==> config.mk <==
export PLATFORM = sky130hd
export DESIGN_NAME = ws2812_multi_fader
export DESIGN_NICKNAME = d
export VERILOG_FILES = /design/src/rtl/ws2812_multi_fader.sv
export SDC_FILE = /design/constraint.sdc
export NUM_CORES = 1
export LEC_CHECK = 0
export ABC_CLOCK_PERIOD_IN_PS = 8900
export CAP_MARGIN = 5
export CORE_ASPECT_RATIO = 2
export CORE_MARGIN = 2
export CORE_UTILIZATION = 50
export CTS_BUF_LIST = sky130_fd_sc_hd__clkbuf_4
export DETAILED_ROUTE_END_ITERATION = 10
export PLACE_DENSITY = 0.65
export SYNTH_ARGS = -nofsm -noshare
export SYNTH_HDL_FRONTEND = slang
export SYNTH_SLANG_ARGS = --single-unit
==> constraint.sdc <==
create_clock -name clk -period 8.9 [get_ports clk]
set_input_delay 0.89 -clock clk [delete_from_list [all_inputs] [get_ports clk]]
set_output_delay 0.89 -clock clk [all_outputs]
set_load 0.05 [all_outputs]
==> src/rtl/ws2812_multi_fader.sv <==
// WS2812 multi-channel colour fader: once per frame every channel steps toward its own
// random target, then a trigger pulse starts the serialiser, which pulls values one per request.
module ws2812_multi_fader #(
  parameter int  CHANNELS     = 3,
  parameter int  COLOR_WIDTH  = 8,
  parameter int  STEP         = 1,
  parameter int  FRAME_CYCLES = 65536,
  localparam int IDX_W        = (CHANNELS > 1) ? $clog2(CHANNELS) : 1
) (
  input  logic                   clk,
  input  logic                   rst,
  input  logic [15:0]            random,
  input  logic [1:0]             mode,
  input  logic                   data_request,
  output logic                   trigger,
  output logic [COLOR_WIDTH-1:0] color_now,
  output logic [IDX_W-1:0]       channel
);

  localparam int                     CNT_W    = $clog2(FRAME_CYCLES);
  localparam logic [CNT_W-1:0]       CNT_LAST = CNT_W'(FRAME_CYCLES - 1);
  localparam logic [IDX_W-1:0]       IDX_LAST = IDX_W'(CHANNELS - 1);
  localparam logic [COLOR_WIDTH-1:0] STEP_V   = COLOR_WIDTH'(STEP);

  typedef enum logic [1:0] {IDLE, UPDATE, FIRE} state_t;

  state_t                 state_q, state_d;
  logic [CNT_W-1:0]       cnt_q;
  logic [IDX_W-1:0]       widx_q;
  logic [IDX_W-1:0]       ridx_q;
  logic [IDX_W-1:0]       rd_idx;
  logic [IDX_W-1:0]       rd_next;
  logic [COLOR_WIDTH-1:0] cur [CHANNELS];
  logic [COLOR_WIDTH-1:0] tgt [CHANNELS];
  logic                   unused_random;

  assign unused_random = ^random;

  // Signed difference in COLOR_WIDTH+1 bits; landing exactly on the target avoids overshoot.
  function automatic logic [COLOR_WIDTH-1:0] step_toward(input logic [COLOR_WIDTH-1:0] c,
                                                          input logic [COLOR_WIDTH-1:0] t);
    logic signed [COLOR_WIDTH:0] diff;
    logic signed [COLOR_WIDTH:0] neg;
    logic [COLOR_WIDTH-1:0]      mag;
    diff = $signed({1'b0, t}) - $signed({1'b0, c});
    neg  = -diff;
    mag  = diff[COLOR_WIDTH] ? neg[COLOR_WIDTH-1:0] : diff[COLOR_WIDTH-1:0];
    if (mag <= STEP_V)
      return t;
    else if (diff[COLOR_WIDTH])
      return c - STEP_V;
    else
      return c + STEP_V;
  endfunction

  function automatic logic [COLOR_WIDTH-1:0] sat_dec(input logic [COLOR_WIDTH-1:0] c);
    return (c > STEP_V) ? c - STEP_V : '0;
  endfunction

  always_comb begin
    state_d = state_q;
    case (state_q)
      IDLE:    if (cnt_q == CNT_LAST) state_d = UPDATE;
      UPDATE:  if (widx_q == IDX_LAST) state_d = FIRE;
      FIRE:    state_d = IDLE;
      default: state_d = IDLE;
    endcase
  end

  // A request landing on FIRE is served from index 0, as FIRE rewinds the read pointer.
  always_comb begin
    rd_idx  = (state_q == FIRE) ? '0 : ridx_q;
    rd_next = (rd_idx == IDX_LAST) ? '0 : rd_idx + 1'b1;
  end

  always_ff @(posedge clk or negedge rst) begin
    if (!rst)
      state_q <= IDLE;
    else
      state_q <= state_d;
  end

  always_ff @(posedge clk or negedge rst) begin
    if (!rst) begin
      cnt_q     <= '0;
      widx_q    <= '0;
      ridx_q    <= '0;
      trigger   <= 1'b0;
      color_now <= '0;
      channel   <= '0;
      for (int i = 0; i < CHANNELS; i++) begin
        cur[i] <= '0;
        tgt[i] <= '0;
      end
    end else begin
      trigger <= (state_q == FIRE);
      cnt_q   <= (state_q == IDLE && cnt_q != CNT_LAST) ? cnt_q + 1'b1 : '0;
      widx_q  <= (state_q == UPDATE && widx_q != IDX_LAST) ? widx_q + 1'b1 : '0;

      if (state_q == UPDATE) begin
        if (mode == 2'd2) begin
          tgt[widx_q] <= '0;
          cur[widx_q] <= sat_dec(cur[widx_q]);
        end else if (mode != 2'd1) begin
          if (cur[widx_q] == tgt[widx_q])
            tgt[widx_q] <= random[COLOR_WIDTH-1:0];
          else
            cur[widx_q] <= step_toward(cur[widx_q], tgt[widx_q]);
        end
      end

      if (data_request) begin
        color_now <= cur[rd_idx];
        channel   <= rd_idx;
        ridx_q    <= rd_next;
      end else if (state_q == FIRE) begin
        ridx_q <= '0;
      end
    end
  end

endmodule

# Yosys cells after proc, flatten, opt, wreduce, memory -nomap -nowiden
# Index checks and enable logic that the tools add are counted.
dict set report classes {
  multipliers 0
  n_shift 0
  bitwise 4
  n_div 0
  addsub 7
  mux 36
  order_cmp 5
  reduce_logical 9
  eq_ne 13
}
# op n
set op_table {}
lappend op_table {{$mux 24} 6}
lappend op_table {{$mux 8} 15}
lappend op_table {{$bwmux 24} 3}
lappend op_table {{$bmux 8 s2} 3}
lappend op_table {{$and 24x24->24} 1}
lappend op_table {{$not 24->24} 1}
lappend op_table {{$add 16x1->16 const B} 1}
lappend op_table {{$demux 8 s2} 1}
lappend op_table {{$eq 16x16->1 const B} 1}
lappend op_table {{$mux 16} 1}
lappend op_table {{$ne 16x16->1 const B} 1}
lappend op_table {{$mux 2} 6}
lappend op_table {{$sub 8x8->9} 1}
lappend op_table {{$add 8x1->8 const B} 1}
lappend op_table {{$eq 2x2->1 const B} 4}
lappend op_table {{$eq 8x8->1} 1}
lappend op_table {{$gt 8x1->1 const B} 1}
lappend op_table {{$le 8x1->1 const B} 1}
lappend op_table {{$ne 2x2->1 const B} 4}
lappend op_table {{$neg 8->8} 1}
lappend op_table {{$sub 8x1->8 const B} 1}
lappend op_table {{$ge 3x3->1 const B} 2}
lappend op_table {{$not 2->3} 2}
lappend op_table {{$reduce_and 3->1} 2}
lappend op_table {{9 further kinds} 13}
dict set report totals {
  latch_bits 0
  mem_bits_rw 0
  register_bits 81
  wordCells 87
  memories 0
  output_inout_bits 11
  romBits 0
}

# Longest topological paths before layout
dict set report logic_depth {
  depth_word 17
  ltp_mapped 19
}

# Least setup slack after synthesis
# OpenSTA, ideal clock, no wires.
dict set report synth_path {
  path_type {reg2reg}
  start {reg widx_q[1]}
  end {reg cur[16] in the netlist's numbering}
  setup_ps 137
  path_slack_ps 5077
  period_less_slack_ps 3823
  stages_incl_launch_ff 17
  required_time_ps 8763
  arrival_time_ps 3686
  path_cell_list {dfrtp_1 > buf_2 > buf_2 > mux2i_1 > nor2_1 > a21oi_1 > ha_1 > inv_1 > fa_1 > a21boi_1 > or4_1 > nand4bb_4 > xnor2_2 > o21ai_2 > a211oi_1 > a211oi_1 > a21oi_1}
}
dict set report synth_via {
  elab_chain_cells 17
  word_cells_on_any_way 34
}
# element line_no
set synth_rtl {}
lappend synth_rtl {{start, declared} 29} ;# logic [IDX_W-1:0] widx_q;
lappend synth_rtl {{start signal, assigned} 98} ;# widx_q <= (state_q == UPDATE && widx_q != IDX_LAST) ? widx_q + 1'b1 : '0;
lappend synth_rtl {{$not 2->3 (implied by the code) *} {103, 105, 108}}
lappend synth_rtl {{$bmux 8 s2, on equally long branches} {105, 108, 103}}
lappend synth_rtl {{$mux 8, on equally long branches (2 in series)} {105, 108, 103}}
lappend synth_rtl {{$sub 8x8->9} 45} ;# diff = $signed({1'b0, t}) - $signed({1'b0, c});
lappend synth_rtl {{$neg 8->8} 46} ;# neg = -diff;
lappend synth_rtl {{$mux 8} 47} ;# mag = diff[COLOR_WIDTH] ? neg[COLOR_WIDTH-1:0] : diff[COLOR_WIDTH-1:0];
lappend synth_rtl {{$le 8x1->1} 48} ;# if (mag <= STEP_V)
lappend synth_rtl {{$mux 8} 48}
lappend synth_rtl {{$mux 8} 105} ;# if (cur[widx_q] == tgt[widx_q])
lappend synth_rtl {{$mux 8} 104} ;# end else if (mode != 2'd1) begin
lappend synth_rtl {{$mux 8} 101} ;# if (mode == 2'd2) begin
lappend synth_rtl {{$mux 8} 100} ;# if (state_q == UPDATE) begin
lappend synth_rtl {{$bwmux 24} 108} ;# cur[widx_q] <= step_toward(cur[widx_q], tgt[widx_q]);
lappend synth_rtl {{$mux 24} 105}
lappend synth_rtl {{$mux 24} 104}
lappend synth_rtl {{$mux 24} 101}
lappend synth_rtl {{end signal, assigned by index} 103} ;# cur[widx_q] <= sat_dec(cur[widx_q]);
lappend synth_rtl {{end signal, assigned by index} 108}
lappend synth_rtl {{end, declared} 33} ;# logic [COLOR_WIDTH-1:0] cur [CHANNELS];
# Mark *: on every way between the ends. The rest lies on a longest branch, timed or not. The select of a mux whose other input is x is not followed.
# A chain may end at the register's enable or synchronous reset.

# Worst setup path in the final report
dict set report layout_path {
  start {reg widx_q[0]}
  end {reg cur[16] in the netlist's numbering}
}
# Same word-level chain as after synthesis.

==> reports/metrics.cfg <==
[worst_setup_path]
critPathMostFrequentCell = a211oi_1
critPathMaxFanout = 19
cp-start-kind = flop
critPathMaxStageDelay_ps = 850
reg2reg_from = widx_q[0]
critPathKind = flop to flop
path_depth = 12
crit_family = compound AO/OA/AOI/OAI gates
end_kind = flop
worstPathCellList = nor2b_1 > buf_4 > a2bb2oi_1 > fa_1 > a211oi_2 > nor3_1 > or3_1 > a211o_1 > o21ai_2 > a211oi_1 > a211oi_1 > a21oi_1
cp_num_buf_inv = 1
r2r_cells = 12
arrival_ps = 5410
cp.required_ps = 9210
crit_slowest_cell = dfrtp_1
cp-startpoint = widx_q[0]

[routing]
drt-total-wl_um = 11300
ant_nets = 0
via_count = 3928
drcViolationCount = 0
drt_first_pass_iters = 4
wire_per_inst_um = 16.7
viasPerCell = 5.78
first_iter_violations = 281

[layout]
areaGrowthSynthToFinish_pct = 8.84
nets = 608
drive_above_1_share_pct = 6.78
diodes = 0
fill_cells = 890
final_cells = 679

[placed_design]
io_buffers = 23
routabilityCongestion = 0.985
hpwl_um = 8440
place_inst = 663

[grt]
grt_max_degree = 82
grt_pass1_wl_um = 18700
grt_pass1_vias = 3744
grt_antenna_before_repair = 0
grt.total_usage_pct = 22.8
globalRouteOverflowTotal = 0

[timing]
max_slew_margin_pct = 32.6
fin_tns_setup_ps = 0
fin_crit_sh_pct = 57.3
finalMaxSlewViolations = 0
rsz0062_at_grt = no
period_needed_ps = 5100
setup_viol = 0
fmax_ghz = 0.196
hold_viol = 0
finClkSkew_ps = 13.6
worstMarginPinSlew_ps = 1010

[logic_synthesis]
seq_area_frac_synth_pct = 41.7
synth.avg_cell_area_um2 = 8.72
async_reset_ff_share_pct = 100
postSynthCellCount = 557
synth_fp_nets = 595
yosys_warnings = 0
synthFlopType = dfrtp_1
ys_seq_elements = 81
synth_edf_count = 0
yosysUniqueCellTypes = 65
netlist_area_um2 = 4860

[floorplanning]
dieArea_um2 = 10600
die_height_um = 143
coreArea_um2 = 9380
num_rows = 50
die_width_um = 73.7
io_pins = 32
initial_core_util_pct = 51.7

[clock_network]
cts_buffers = 9
root_buffer = clkbuf_4
cts_max_level = 3
cts_hold_buffers = 0
cts_resized = 0
postCtsSetupBuffers = 0
clockBufferDepth = 2
clock-sinks = 81
clock_latency_ps = 450
cts_tree = done
clk_pin_slew_worst_paths_ps = 150

[power_and_ir_drop]
power.leakage_nw = 2.27
vdd_drop_max_uv = 81.8
power.density_nw_per_um2 = 137

[min_path]
worstHoldStart = tgt[0]
hold_class = flop to flop
holdPathStages = 2

[outcome]
outcome = complete, no violations

[job]
max-cap-violations = 0

==> logic make-up after synthesis <==
kind of cell | share of synthesized area (%)
flip-flops | 41.7
XOR/XNOR | 5.57
buffers and inverters | 3.32
multiplexers | 4.23
adder cells (fa/ha/maj) | 4.74
AND/OR/NAND/NOR | 21.8
AO/OA/AOI/OAI | 18.6
==> final cells by class <==
| cell class | instances | area, µm² | area share [%] |
|---|---|---|---|
| Clock inverter | 7 | 86.3 | 1.63 |
| Clock buffer | 9 | 67.6 | 1.28 |
| Inverter | 15 | 56.3 | 1.07 |
| Multi-Input combinational cell | 437 | 2670 | 50.5 |
| Tap cell | 104 | 130 | 2.46 |
| Sequential cell | 81 | 2030 | 38.4 |
| Timing Repair Buffer | 26 | 250 | 4.73 |
==> cells in the mapped netlist (8+ instances only) <==
master	count	area [µm²]
nand2_1	93	349
dfrtp_1	81	2030
nor2_1	62	233
a21oi_1	41	205
o21ai_0	41	205
xnor2_1	17	149
ha_1	16	200
mux2i_1	16	160
nor3_1	16	80.1
inv_1	15	56.3
clkbuf_1	14	52.6
nand3_1	13	65.1
xor2_1	12	105
a31oi_1	11	68.8
o22a_1	10	87.6
nand2b_1	8	50.1
==> worst paths after layout <==
check                      endpoint  slack [ps]
min in group asynchronous   cur[14]         580
setup reg to reg            cur[16]        3800
hold reg to reg              tgt[0]         500
hold / removal               tgt[0]         500
setup / recovery            cur[16]        3800
max in group asynchronous    tgt[5]        7660
==> routing by layer <==
metal  vias to the layer above  share of wire [%]  GRT usage, %
li1                       1974                  -             -
met1                      1835                 39          26.1
met2                        88                 53          39.4
met3                        31                3.2          3.72
met4                         0                4.6          12.1
met5                         -                  0             0
==> power breakdown <==
part / internal, mW / leakage, nW / switching, mW
registers: 0.381 / 1.09 / 0.00661
logic: 0.0294 / 1.09 / 0.0714
clock network: 0.0919 / 0.0810 / 0.145
total: 0.502 / 2.27 / 0.223
==> sequential cells by signal, indices dropped and copies added, names as in the netlist <==
| name | count |
|---|---|
| tgt | 24 |
| trigger | 1 |
| cnt_q | 16 |
| channel | 2 |
| ridx_q | 2 |
| color_now | 8 |
| state_q | 2 |
| widx_q | 2 |
| cur | 24 |
==> layout by cell type (no fill, tap or decap), types with 5 or more instances in the layout <==
cell	netlist	final
nand2_1	93	93
dfrtp_1	81	81
nor2_1	62	62
o21ai_0	41	41
a21oi_1	41	41
clkdlybuf4s50_1	0	22
xnor2_1	17	17
mux2i_1	16	16
nor3_1	16	16
ha_1	16	16
inv_1	15	15
nand3_1	13	13
xor2_1	12	12
a31oi_1	11	11
o22a_1	10	10
clkbuf_4	0	9
nand2b_1	8	8
and3_1	7	7
and2_1	5	5
nand4_1	5	5
==> stage by stage <==
step	util, %	power, mW	setup slack, ps	hold WS (ps)	instance area (µm²)
after CTS	56.3	0.733	3790	502	5290
after global routing	56.3	0.760	3380	521	5290
after floorplan	-	0.456	5080	449	4860
final	56.3	0.725	3800	496	5290
after global placement	54.7	0.494	3890	462	5130
after detailed placement	54.7	0.496	3850	470	5130
==> worst register-to-register path, delay by kind of cell, from the launching register on <==
family,cells,cell delay (ps)
AOI/OAI and AO/OA,7,1900
adders and majority gates,1,540
buffers and inverters,1,290
DFF,1,850
and+or+nand+nor,3,1360
No activity file was read; power rests on OpenSTA's default activity.
==> edit 1, RTL diff (same flow settings) <==
Make the reset (`rst`) synchronous in 2 clocked blocks.
--- a/src/rtl/ws2812_multi_fader.sv
+++ b/src/rtl/ws2812_multi_fader.sv
@@ -75,3 +75,3 @@
 
-  always_ff @(posedge clk or negedge rst) begin
+  always_ff @(posedge clk) begin
     if (!rst)
@@ -82,3 +82,3 @@
 
-  always_ff @(posedge clk or negedge rst) begin
+  always_ff @(posedge clk) begin
     if (!rst) begin
Formal check against the unedited RTL: differs if rst is asserted again (counterexample within 4 cycles, from zero or initial values and one cycle with rst low); with rst held inactive, the same outputs for 10 cycles.
==> edit 1 against the original RTL <==
Wire length grew 18%; setup slack gained 0.14 ns; synthesized area grew 16%; final area up 16%; power up 28%; synthesized cell count fell by 5.9%; highest routed layer unchanged; non-clock buffer count is 5 higher; largest cell class unchanged; sequential cell count grew 16.
==> edit 1: results (changes against the original RTL) <==
Pwr
  – Lkg Pwr: 2.33 nW (was 2.27 nW)
  – Clock power share: 31.7% (was 32.7%)

Yosys
  – Top post-synthesis cells by count: 64 x edfxtp_1, 53 x nor2_1, 49 x nand2_1 (was 93 x nand2_1, 81 x dfrtp_1, 62 x nor2_1)
  – Seq/Total Area, Yosys: 46.0% (was 41.7%)
  – Number of synthesized flops with an enable pin: 64 (was 0)
  – Mean Syn Cell Area: 10.7 µm² (was 8.72 µm²)
  – Mapped Nets: 562 (was 595)

Final layout
  – Area of the multi-input gates: 0.00282 mm² (was 0.00267 mm²)
  – Multi-Input Combinational: 383 (was 437)
  – Inverter count: 19 (was 15)
  – Nets: 579 (was 608)
  – Clock buffer cells: 11 (was 9)
  – FILL cells: 982 (was 890)
  – ClkCell Share: 3.04% (was 2.91%)
  – Layout cells sized above 1: 12.3% (was 6.78%)

Clocking
  – Clock sinks: 97 (was 81)
  – Worst skew pair latency: 0.47 ns (was 0.45 ns)

Setup path
  – FF-to-FF setup slack: 3.95 ns (was 3.80 ns)

Detailed routing
  – DR WL met3: 473 µm (was 358 µm)
  – Met2 wire length: 7720 µm (was 6010 µm)

GRT
  – Met3 Track Usage GR: 3.93% (was 3.72%)
  – Largest net degree at the start of global routing: 33 (was 82)
  – Routing usage on met1: 21.0% (was 26.1%)
  – Antenna violations before repair: 1 (was 0)
  – GRT Util Overall: 22.7% (was 22.8%)
  – Vias in the first global route: 4125 (was 3744)
  – Met2 usage: 45.1% (was 39.4%)

Outcome
  – Status: complete, no violations (unchanged)

Placed design
  – DP Area: 0.00594 mm² (was 0.00513 mm²)
  – Gpl congestion: 0.943 (was 0.985)

Timing
  – Clock skew: 0.0274 ns (was 0.0136 ns)

Worst hold path
  – Hold path endpoint: channel[0]$_SDFFE_PN0P_ (was tgt[0]$_DFFE_PN0P_)
-- edit 1: cell types whose count changed in the layout (fill, tap and decap cells not counted), sizes merged, moves of 8 or more --
| cell | before | now |
|---|---|---|
| dfxtp | 0 | 33 |
| a31oi | 11 | 20 |
| a21oi | 41 | 25 |
| nor3 | 16 | 8 |
| and3 | 7 | 39 |
| dfrtp | 81 | 0 |
| mux4 | 0 | 15 |
| edfxtp | 0 | 64 |
| nor2 | 62 | 53 |
| o22a | 10 | 0 |
| o21ai | 44 | 8 |
| nand2 | 93 | 49 |
-- edit 1: cell families after synthesis --
logic type	count (synthesis)	share of synthesized area (%)
adders and majority gates	18	4.10
DFF	97	46.0
buffers and inverters	44	3.75
and+or+nand+nor	206	18.4
muxes	31	8.92
xor gates and xnor gates	33	5.84
AOI/OAI and AO/OA	95	13.0
==> edit 2, RTL diff (same settings) <==
Made on the original files. Change the parameter `FRAME_CYCLES` from 65536 to 131072.
--- a/src/rtl/ws2812_multi_fader.sv
+++ b/src/rtl/ws2812_multi_fader.sv
@@ -6,3 +6,3 @@
   parameter int  STEP         = 1,
-  parameter int  FRAME_CYCLES = 65536,
+  parameter int  FRAME_CYCLES = 131072,
   localparam int IDX_W        = (CHANNELS > 1) ? $clog2(CHANNELS) : 1
Function: same outputs for any inputs over 10 cycles, from zero or initial values and one cycle with rst low; that may be too few to reach the edited logic, so the function may still have changed.
==> edit 2 against the original RTL <==
Final area fell by 0.57%; sequential power rose by 1%; wire length rose by 0.34%; synthesized area fell by 0.82%; clock power fell by 3%; setup slack improved by 0.043 ns; non-clock buffer count rose by 2; sequential cell count rose by 1; power fell by 0.49%; critical path depth rose by 3; critical path type unchanged; largest power group unchanged.
==> edit 2: results (changes against the original RTL) <==
Setup path
  – Critical Path Max Stage Delay: 0.77 ns (was 0.85 ns)
  – Reg2Reg Depth: 15 (was 12)
  – Critical Path Start: widx_q[1]$_DFF_PN0_ (was widx_q[0]$_DFF_PN0_)
  – Critical path arrival: 5.45 ns (was 5.41 ns)

Outcome
  – Status: complete, no violations (unchanged)

Timing
  – Hold slack: 0.494 ns (was 0.496 ns)
  – Clock skew: 0.0234 ns (was 0.0136 ns)

Pwr
  – Switch share: 30.6% (was 30.8%)
  – Worst VDD drop: 0.0000901 V (was 0.0000818 V)
  – P_int: 0.501 mW (was 0.502 mW)

Placed design
  – Post-place setup slack: 3.88 ns (was 3.85 ns)
  – Cell count after placement: 669 (was 663)
  – DP Area: 0.00511 mm² (was 0.00513 mm²)
  – Gpl congestion: 0.938 (was 0.985)

GRT
  – Largest net degree at the start of global routing: 83 (was 82)
  – GRT Util Overall: 23.6% (was 22.8%)
  – First-pass GRT wire length: 19000 µm (was 18700 µm)

Yosys
  – Mux cell area share after synthesis: 5.74% (was 4.23%)
  – Syn Inst Count: 560 (was 557)
  – Synth area leaders: dfrtp_1 43%, nand2_1 8.4%, a21oi_1 4.7% (was dfrtp_1 42%, nand2_1 7.2%, nor2_1 4.8%)
  – Seq/Total Area, Yosys: 42.6% (was 41.7%)

Detailed routing
  – DR pass1 iterations: 5 (was 4)
  – Final wirelength: 11400 µm (was 11300 µm)
  – Initial drt markers: 288 (was 281)

Final layout
  – Nets: 615 (was 608)
  – Layout cells sized above 1: 5.51% (was 6.78%)
  – Largest regs: cur (24), tgt (24), cnt_q (17) (was cur (24), tgt (24), cnt_q (16))
  – Non-Filler Instances: 685 (was 679)
  – FILL cells: 866 (was 890)

Worst hold path
  – Worst hold start: tgt[4]$_DFFE_PN0P_ (was tgt[0]$_DFFE_PN0P_)

Clocking
  – Worst skew pair latency: 0.47 ns (was 0.45 ns)
-- edit 2: cells by family after synthesis --
family / Yosys count
DFF: 82
and+or+nand+nor: 232
xor gates and xnor gates: 29
AOI/OAI and AO/OA: 131
buffers and inverters: 40
adders and majority gates: 19
muxes: 27
-- edit 2: cell type report --
| class | count | area (µm²) | share of cell area [%] |
|---|---|---|---|
| flip-flops and latches | 82 | 2050 | 39.0 |
| well taps | 104 | 130 | 2.48 |
| repair buffers | 28 | 265 | 5.05 |
| clock buffers | 9 | 67.6 | 1.29 |
| inverters | 17 | 63.8 | 1.21 |
| multi-input cells | 438 | 2600 | 49.5 |
| clock inverters | 7 | 73.8 | 1.40 |
-- edit 2: routing by layer --
layer  share of wire (%)  vias up  track usage [%]
li1                    -     1978                -
met3                 3.1       24             3.60
met1                  38     1896             25.3
met5                   0        -                0
met4                 3.9        0             13.9
met2                  55       84             42.2
